## src/rtl/temporal_pkg.sv

```systemverilog
// Shared types for the race-logic (temporal) datapath blocks.
package temporal_pkg;
  typedef enum logic [1:0] {IDLE, CLEAR, RUN, DONE} gamma_state_t;

  localparam int G_DEFAULT  = 16;
  localparam int TW_DEFAULT = $clog2(G_DEFAULT) + 1;

  typedef logic [TW_DEFAULT-1:0] time_t;

  // A spike time equal to the gamma cycle length means "never fires".
  function automatic int time_null(input int g);
    return g;
  endfunction
endpackage

```

## src/rtl/gamma_sequencer_spike_encoder.sv

```systemverilog
// One rising-edge spike line; registered so the line is high in the RUN cycle whose cnt >= t.
module spike_encoder #(
  parameter int TW = 5
) (
  input  logic          aclk,
  input  logic          rst_n,
  input  logic          run_en,
  input  logic [TW-1:0] cnt,
  input  logic [TW-1:0] t,
  output logic          spike
);
  always_ff @(posedge aclk or negedge rst_n) begin
    if (!rst_n) spike <= 1'b0;
    else        spike <= run_en && (cnt >= t);
  end
endmodule

```

## src/rtl/gamma_sequencer.sv

```systemverilog
// Sequences one gamma cycle: accept time vector, clear datapath, drive spikes, timestamp result.
module gamma_sequencer
  import temporal_pkg::*;
#(
  parameter int N_INPUTS          = 2,
  parameter int GAMMA_CYCLE_WIDTH = 16,
  parameter int CLEAR_CYCLES      = 1,
  parameter int TW                = $clog2(GAMMA_CYCLE_WIDTH) + 1
) (
  input  logic                   aclk,
  input  logic                   rst_n,
  input  logic                   in_valid,
  output logic                   in_ready,
  input  logic [N_INPUTS*TW-1:0] in_time,
  output logic                   unit_rst,
  output logic                   unit_grst,
  output logic [N_INPUTS-1:0]    spike,
  input  logic                   result,
  output logic                   out_valid,
  input  logic                   out_ready,
  output logic [TW-1:0]          out_time,
  output logic                   out_fired,
  output logic                   busy
);
  localparam logic [TW-1:0] G_T      = TW'(time_null(GAMMA_CYCLE_WIDTH));
  localparam logic [TW-1:0] LAST     = TW'(GAMMA_CYCLE_WIDTH - 1);
  localparam logic [TW-1:0] CLR_LAST = TW'(CLEAR_CYCLES - 1);

  gamma_state_t           state;
  logic [TW-1:0]          cnt;
  logic [N_INPUTS*TW-1:0] time_q;
  logic                   fired_q;
  logic [TW-1:0]          time_out;

  // Encoders register against the next-cycle count so spike is valid in the cycle it belongs to.
  logic          run_nxt;
  logic [TW-1:0] cnt_nxt;
  assign run_nxt = (state == CLEAR && cnt == CLR_LAST) || (state == RUN && cnt != LAST);
  assign cnt_nxt = (state == RUN) ? cnt + 1'b1 : '0;

  assign out_time  = time_out;
  assign out_fired = fired_q;

  always_ff @(posedge aclk or negedge rst_n) begin
    if (!rst_n) begin
      state     <= IDLE;
      cnt       <= '0;
      time_q    <= '0;
      fired_q   <= 1'b0;
      time_out  <= '0;
      in_ready  <= 1'b1;
      busy      <= 1'b0;
      unit_rst  <= 1'b0;
      unit_grst <= 1'b0;
      out_valid <= 1'b0;
    end else begin
      case (state)
        IDLE: if (in_valid) begin
          time_q    <= in_time;
          cnt       <= '0;
          fired_q   <= 1'b0;
          state     <= CLEAR;
          in_ready  <= 1'b0;
          busy      <= 1'b1;
          unit_rst  <= 1'b1;
          unit_grst <= 1'b1;
        end
        CLEAR: if (cnt == CLR_LAST) begin
          cnt       <= '0;
          state     <= RUN;
          unit_rst  <= 1'b0;
          unit_grst <= 1'b0;
        end else begin
          cnt <= cnt + 1'b1;
        end
        RUN: begin
          if (result && !fired_q) begin
            fired_q  <= 1'b1;
            time_out <= cnt;
          end
          if (cnt == LAST) begin
            state     <= DONE;
            out_valid <= 1'b1;
            if (!result && !fired_q) time_out <= G_T;
          end else begin
            cnt <= cnt + 1'b1;
          end
        end
        DONE: if (out_ready) begin
          state     <= IDLE;
          out_valid <= 1'b0;
          in_ready  <= 1'b1;
          busy      <= 1'b0;
        end
        default: state <= IDLE;
      endcase
    end
  end

  for (genvar i = 0; i < N_INPUTS; i++) begin : g_enc
    spike_encoder #(.TW(TW)) u_enc (
      .aclk   (aclk),
      .rst_n  (rst_n),
      .run_en (run_nxt),
      .cnt    (cnt_nxt),
      .t      (time_q[i*TW +: TW]),
      .spike  (spike[i])
    );
  end
endmodule

```

## config.mk

```make
export PLATFORM = sky130hd
export DESIGN_NAME = gamma_sequencer
export DESIGN_NICKNAME = d
export VERILOG_FILES = /design/src/rtl/temporal_pkg.sv /design/src/rtl/gamma_sequencer_spike_encoder.sv /design/src/rtl/gamma_sequencer.sv
export SDC_FILE = /design/constraint.sdc
export NUM_CORES = 1
export LEC_CHECK = 0
export CORE_UTILIZATION = 50
export DETAILED_ROUTE_END_ITERATION = 8
export MAX_ROUTING_LAYER = met4
export PLACE_DENSITY = 0.76
export SLEW_MARGIN = 20
export SYNTH_ARGS = -nofsm -noshare
export SYNTH_HDL_FRONTEND = slang
export SYNTH_SLANG_ARGS = --single-unit
```

## constraint.sdc

```tcl
create_clock -name aclk -period 4.3 [get_ports aclk]
set_input_delay 0.86 -clock aclk [delete_from_list [all_inputs] [get_ports aclk]]
set_output_delay 0.86 -clock aclk [all_outputs]
set_load 0.01 [all_outputs]
```

==> results of run 1 <==
[Yosys cell counts, types with 2 or more instances]
library cell | number | area [um2]
o21ai_0 | 11 | 55.1
nand2b_1 | 4 | 25.0
o32a_1 | 3 | 30.0
ha_1 | 12 | 150
a211oi_1 | 2 | 15.0
inv_1 | 12 | 45.0
dfrtp_1 | 28 | 701
o31ai_1 | 2 | 15.0
mux2_2 | 10 | 113
and2_1 | 6 | 37.5
clkbuf_1 | 3 | 11.3
nor2_1 | 5 | 18.8
buf_4 | 3 | 22.5
nand2_1 | 7 | 26.3
a211o_1 | 2 | 17.5
a21oi_1 | 17 | 85.1
nor2b_1 | 4 | 25.0
nor3_1 | 2 | 10.0
a221o_1 | 2 | 20.0
a22o_1 | 4 | 35.0
[flip-flops by register name, indices dropped and copies added (netlist names)]
signal	flops
g_enc.u_enc.spike	2
state	2
out_time	5
out_fired	1
time_q	10
out_valid	1
unit_grst	1
in_ready	1
cnt	5
busy	1
[worst max-delay path by stage]
stage                               from                              to  slack [ns]
floorplan             cnt[0]$_DFFE_PN0P_              cnt[2]$_DFFE_PN0P_        2.22
global placement                in_valid              cnt[2]$_DFFE_PN0P_        1.85
detailed placement              in_valid              cnt[2]$_DFFE_PN0P_        1.80
CTS                 state[0]$_DFFE_PN0P_  g_enc[0].u_enc.spike$_DFF_PN0_        2.01
global route        state[0]$_DFFE_PN0P_  g_enc[0].u_enc.spike$_DFF_PN0_        1.86
finish              state[0]$_DFFE_PN0P_  g_enc[0].u_enc.spike$_DFF_PN0_        2.00
[stage by stage]
step                util (%)  worst slack (ns)
floorplan                  -              2.22
global placement        62.1              1.85
detailed placement      62.1              1.80
CTS                     63.9              2.01
global route            63.9              1.86
finish                  63.9              2.00
[power groups by stage]
| stage | Sequential, mW | Clock (mW) | Combinational [mW] |
|---|---|---|---|
| 2_1_floorplan | 0.444 | 0 | 0.397 |
| 3_3_place_gp | 0.443 | 0 | 0.546 |
| 3_5_place_dp | 0.450 | 0 | 0.571 |
| 4_1_cts | 0.445 | 0.168 | 0.572 |
| 5_1_grt | 0.459 | 0.178 | 0.632 |
| 6_report | 0.446 | 0.164 | 0.571 |
[cells in the final DEF (no fill, tap or decap)]
cell type | netlist | layout
or3b_1 | 1 | 1
and2_4 | 1 | 1
nor3_1 | 2 | 2
a22oi_1 | 1 | 1
xnor2_1 | 1 | 1
a21o_1 | 1 | 1
a211o_1 | 2 | 2
buf_4 | 3 | 1
or4b_4 | 1 | 1
and2_1 | 6 | 6
a211oi_1 | 2 | 2
clkinv_2 | 0 | 2
o21bai_1 | 1 | 1
clkdlybuf4s50_1 | 0 | 27
dfrtp_1 | 28 | 28
o21ai_0 | 11 | 11
nor2_2 | 1 | 1
o2bb2ai_1 | 1 | 1
o32a_1 | 3 | 3
nand2_1 | 7 | 7
mux2_2 | 10 | 10
dfstp_2 | 1 | 1
and3_1 | 1 | 1
inv_1 | 12 | 12
a22o_1 | 4 | 4
xor2_1 | 1 | 1
a21oi_1 | 17 | 17
nand2b_1 | 4 | 4
ha_1 | 12 | 12
nor2_1 | 5 | 5
nand3_1 | 1 | 1
o31ai_1 | 2 | 2
nor2b_1 | 4 | 4
mux2_1 | 1 | 1
clkinvlp_4 | 0 | 1
o21ai_1 | 1 | 1
clkbuf_4 | 0 | 5
a221o_1 | 2 | 2
[cell type report]
cell class / instances / area [um2] / area share (%)
Clock inverter: 3 / 17.5 / 0.897
Timing Repair Buffer: 28 / 278 / 14.2
Sequential cell: 29 / 727 / 37.2
Tap cell: 44 / 55.1 / 2.82
Inverter: 12 / 45.0 / 2.31
Clock buffer: 5 / 37.5 / 1.92
Multi-Input combinational cell: 107 / 792 / 40.6
[kinds of logic after synthesis]
family / synth area share [%]
fa+ha+maj: 9.40
buf+inv: 4.93
compound gates: 19.3
xor+xnor: 1.10
flops: 45.5
mux: 7.75
simple gates: 12.0
[layer usage]
layer / track usage, % / vias to the layer above / share of wire (%)
met4: 8.50 / 0 / 2.3
met3: 5.27 / 9 / 5.9
met2: 33.8 / 51 / 50
met1: 27.0 / 609 / 42
li1: - / 605 / -
met5: - / - / 0
[worst reg2reg max path, delay by kind of cell (launching register included)]
family / cells / cell delay, ns
fa+ha+maj: 2 / 0.62
simple gates: 2 / 0.25
buf+inv: 1 / 0.12
flops: 1 / 0.43
compound gates: 4 / 0.81
==> flow_metrics.tcl, run 1 <==
set metrics [dict create \
    hold_violations 0 \
    path_cells "inv_1 > ha_1 > nand2_1 > ha_1 > nand2b_1 > a21oi_1 > o32a_1 > a221o_1 > a21oi_1" \
    p_sw_uw 458 \
    clock-sinks 29 \
    design_area_um2 1950 \
    routabilityCongestion 0.953 \
    grt_overflow 0 \
    power.leakage_nw 0.865 \
    startpoint_type "flip-flop" \
    drt_iter0_drc 52 \
    dpl-instance-area_um2 1900 \
    hp-class "flip-flop to flip-flop" \
    setup_viol 0 \
    ir_worst_vdd_uv 348 \
    outcome "completed" \
    cts_buffers 5 \
    required_ns 4.55 \
    ys_async_sr_fraction_pct 100 \
    diodes 0 \
    powerDensity_nw_per_um2 606 \
    max_slew.worst_pin.slew_ns 0.517 \
    worst-path-buf-inv 1 \
    numPortBuffers 27 \
    r2r-end "g_enc[0].u_enc.spike$_DFF_PN0_" \
    slew_headroom_pct 65.5 \
    worst-path-stages 9 \
    total_power_mw 1.18 \
    pwr-share-seq_pct 37.7 \
    worst_hold_startpoint "out_time[2]$_DFFE_PN0N_" \
    min_to "out_time[2]$_DFFE_PN0N_" \
    syn_avg_cell_area_um2 10.4 \
    htreeDepth 2 \
    die_area_um2 3430 \
    grt_pass1_wl_um 5320 \
    layout-drive-gt1-share_pct 12.5 \
    cts_tree "done" \
    root_buffer "clkbuf_4" \
    drt-vias-per-instance 5.59 \
    synth-edff-count 0 \
    coreArea_um2 3050 \
    cts_setup_buffers 0 \
    syn-cell-area_um2 1600 \
    swShare_pct 38.7 \
    slowest_stage "dfrtp_1" \
    r2r_slack_ns 2.00 \
    intPower_uw 724 \
    fin_skew_ns 0.00933 \
    num_vias 1274 \
    worstRegToRegCells 9 \
    die_y_um 58.5 \
    instances_no_fill 228 \
    cts_max_path_buffers 2 \
    timing.hold.ws_ns 0.502 \
    rsz0062_at_grt "false" \
    critical-path-max-stage-delay_ns 0.43 \
    critPathMaxFanout 8 \
    crit_family "compound AO/OA/AOI/OAI gates" \
    fin_tns_setup_ns 0 \
    dr.pass1.iters 4 \
    combPwrFrac_pct 48.4 \
    ant_nets 0 \
    yosys_most_used_dff "dfrtp_1" \
    start_util_pct 52.3 \
    crit_path_end_kind "flip-flop" \
    hold-path-cell-count 1 \
    syn_nets 181 \
    drv_cap 0 \
    cts.reportedPaths.clkPinSlew_ns 0.10 \
    slew_violations 0 \
    r2r-start "state[0]$_DFFE_PN0P_" \
    syn_inst 154 \
    grt_pass1_vias 1171 \
    clkPwrFrac_pct 13.9 \
    fmax_mhz 435 \
    period_minus_slack_ns 2.30 \
    chipWidth_um 58.5 \
    insertion_delay_ns 0.33 \
    ys_seq_elements 29 \
    grt_usage_pct 21.6 \
    fillers 246 \
    worst-setup-path-type "flip-flop to flip-flop" \
    dp_cells 220 \
    yosysWarnings 0 \
    drc 0 \
    antenna_found_initial 0 \
    synth_seq_area_share_pct 45.5 \
    dp.final_hpwl_um 2370 \
    cts-resized-gates 0 \
    finalCritPeriodShare_pct 53.4 \
    areaGrowthSynthToFinish_pct 22.2 \
    postCtsHoldBufs 0 \
    arrival_ns 2.55 \
    layout.nets 210 \
    fp-row-count 20 \
    wl_um 3110 \
    io_pins 28 \
    grt_max_degree 30 \
    synth_cell_type_count 35 \
    wl_per_cell_um 13.6 \
]
Note: power is estimated with default switching activity, not from simulation.
==> inputs of run 2 (changes only) <==
- CORE_UTILIZATION: 50 -> 47
- PLACE_DENSITY: 0.76 -> 0.75
- clock period: 4.3 -> 2.1 ns (I/O delays scaled with it)
==> flow_metrics.tcl, run 2 (synthesized netlist as in run 1, its figures left out) <==
set metrics [dict create \
    wl_um 3800 \
    slew_violations 0 \
    grt_usage_pct 23.5 \
    layout-drive-gt1-share_pct 27.6 \
    io_pins 28 \
    violations "setup timing" \
    crit_path_end_kind "flip-flop" \
    dp.final_hpwl_um 2520 \
    cts_buffers 5 \
    grt_pass1_vias 1339 \
    finalCritPeriodShare_pct 101 \
    final_cell_mix "27 x dfrtp_1, 27 x clkdlybuf4s50_1, 19 x buf_4" \
    hold_violations 0 \
    drc 0 \
    worst-setup-path-type "flip-flop to flip-flop" \
    total_power_mw 2.90 \
    drt-vias-per-instance 5.51 \
    root_buffer "clkbuf_4" \
    largest_reg_flops 10 \
    ir_worst_vdd_uv 1110 \
    diodes 0 \
    num_vias 1361 \
    wl_per_cell_um 15.4 \
    required_ns 2.33 \
    fmax_mhz 473 \
    final_util_pct 70.0 \
    slew_headroom_pct 64.9 \
    numPortBuffers 27 \
    cts_tree "done" \
    grt_max_degree 30 \
    setup_viol 1 \
    chipWidth_um 60.3 \
    outcome "finished with violations" \
    arrival_ns 2.34 \
    die_y_um 60.3 \
    startpoint_type "flip-flop" \
    fin_skew_ns 0.00664 \
    routabilityCongestion 0.842 \
    powerDensity_nw_per_um2 1320 \
    setup_slack_ns -0.0159 \
    rsz0062_at_grt "true" \
    die_area_um2 3640 \
    drv_cap 0 \
    coreArea_um2 3130 \
    fp-row-count 20 \
    dr.pass1.iters 4 \
    power.leakage_nw 0.985 \
    max_flop_register "time_q" \
    drt_iter0_drc 59 \
    insertion_delay_ns 0.34 \
    grt_overflow 0 \
    timing.hold.ws_ns 0.456 \
    layout.nets 229 \
    areaGrowthSynthToFinish_pct 37.1 \
    hp-class "input port to async pin" \
    critPathMaxFanout 4 \
    start_util_pct 51.1 \
    cts.reportedPaths.clkPinSlew_ns 0.10 \
    period_minus_slack_ns 2.12 \
    cts_max_path_buffers 2 \
    max_slew.worst_pin.slew_ns 0.525 \
    clock-sinks 29 \
    htreeDepth 2 \
    ant_nets 0 \
    grt_pass1_wl_um 5970 \
    antenna_found_initial 0 \
]
-- run 2: worst max-delay path, stage by stage (launching register included) --
cell     delay (ns)
dfrtp_2        0.45
inv_2          0.10
ha_4           0.12
or4b_4         0.45
and2_4         0.16
a211o_1        0.28
nor2_4         0.13
mux2_4         0.31
-- run 2: area by class of cell --
type                       instances  area, um2
timing repair buffer              47        424
multi-input combinational        107        887
tap                               44       55.1
clock inverter                     2       10.0
sequential                        29        728
clock buffer                       6       41.3
inverter                          12       45.0
fill                             227        937
-- run 2: repair_timing --
item | CTS | global route
hold endpoints to repair | 0 | 0
pin swaps | 3 | 6
setup endpoints to repair | 1 | 6
gates resized for setup | 2 | 19
hold buffers | 0 | 0
buffers inserted | 9 | 0
-- run 2: path summary, 6_finish.rpt --
path                                          from                 endpoint  slack [ns]  cells after the start
max                             cnt[0]$_DFFE_PN0P_     state[1]$_DFFE_PN0P_       -0.02                      7
min in group aclk          out_time[3]$_DFFE_PN0N_  out_time[3]$_DFFE_PN0N_        0.50                      1
max in group asynchronous                    rst_n     in_ready$_DFFE_PN1P_        1.33                      2
min reg2reg                out_time[3]$_DFFE_PN0N_  out_time[3]$_DFFE_PN0N_        0.50                      1
min                                          rst_n    out_valid$_DFFE_PN0P_        0.46                      2
max reg2reg                     cnt[0]$_DFFE_PN0P_     state[1]$_DFFE_PN0P_       -0.02                      7
-- run 2: metrics by stage --
stage	cell area (um2)	setup WS (ns)	setup TNS (ns)	std cells
finish	2190	-0.0159	-0.0159	247
global route	2190	-0.0751	-0.159	247
CTS	2100	-0.0177	-0.0177	248
detailed placement	1980	-0.00958	-0.00958	231
global placement	1980	0.0581	0	231
floorplan	1600	0.0216	0	154
-- run 2: where the power goes --
part	internal (mW)	switching, mW
clock network	0.127	0.205
registers	0.758	0.153
logic	0.898	0.758
total	1.78	1.12
-- run 2: layer usage --
layer | track usage [%] | vias up | wire length [um]
met1 | 26.8 | 670 | 1580
met2 | 37.8 | 41 | 2000
met4 | 10.3 | 0 | 51
li1 | - | 644 | -
met5 | - | - | 0
met3 | 7.14 | 6 | 180
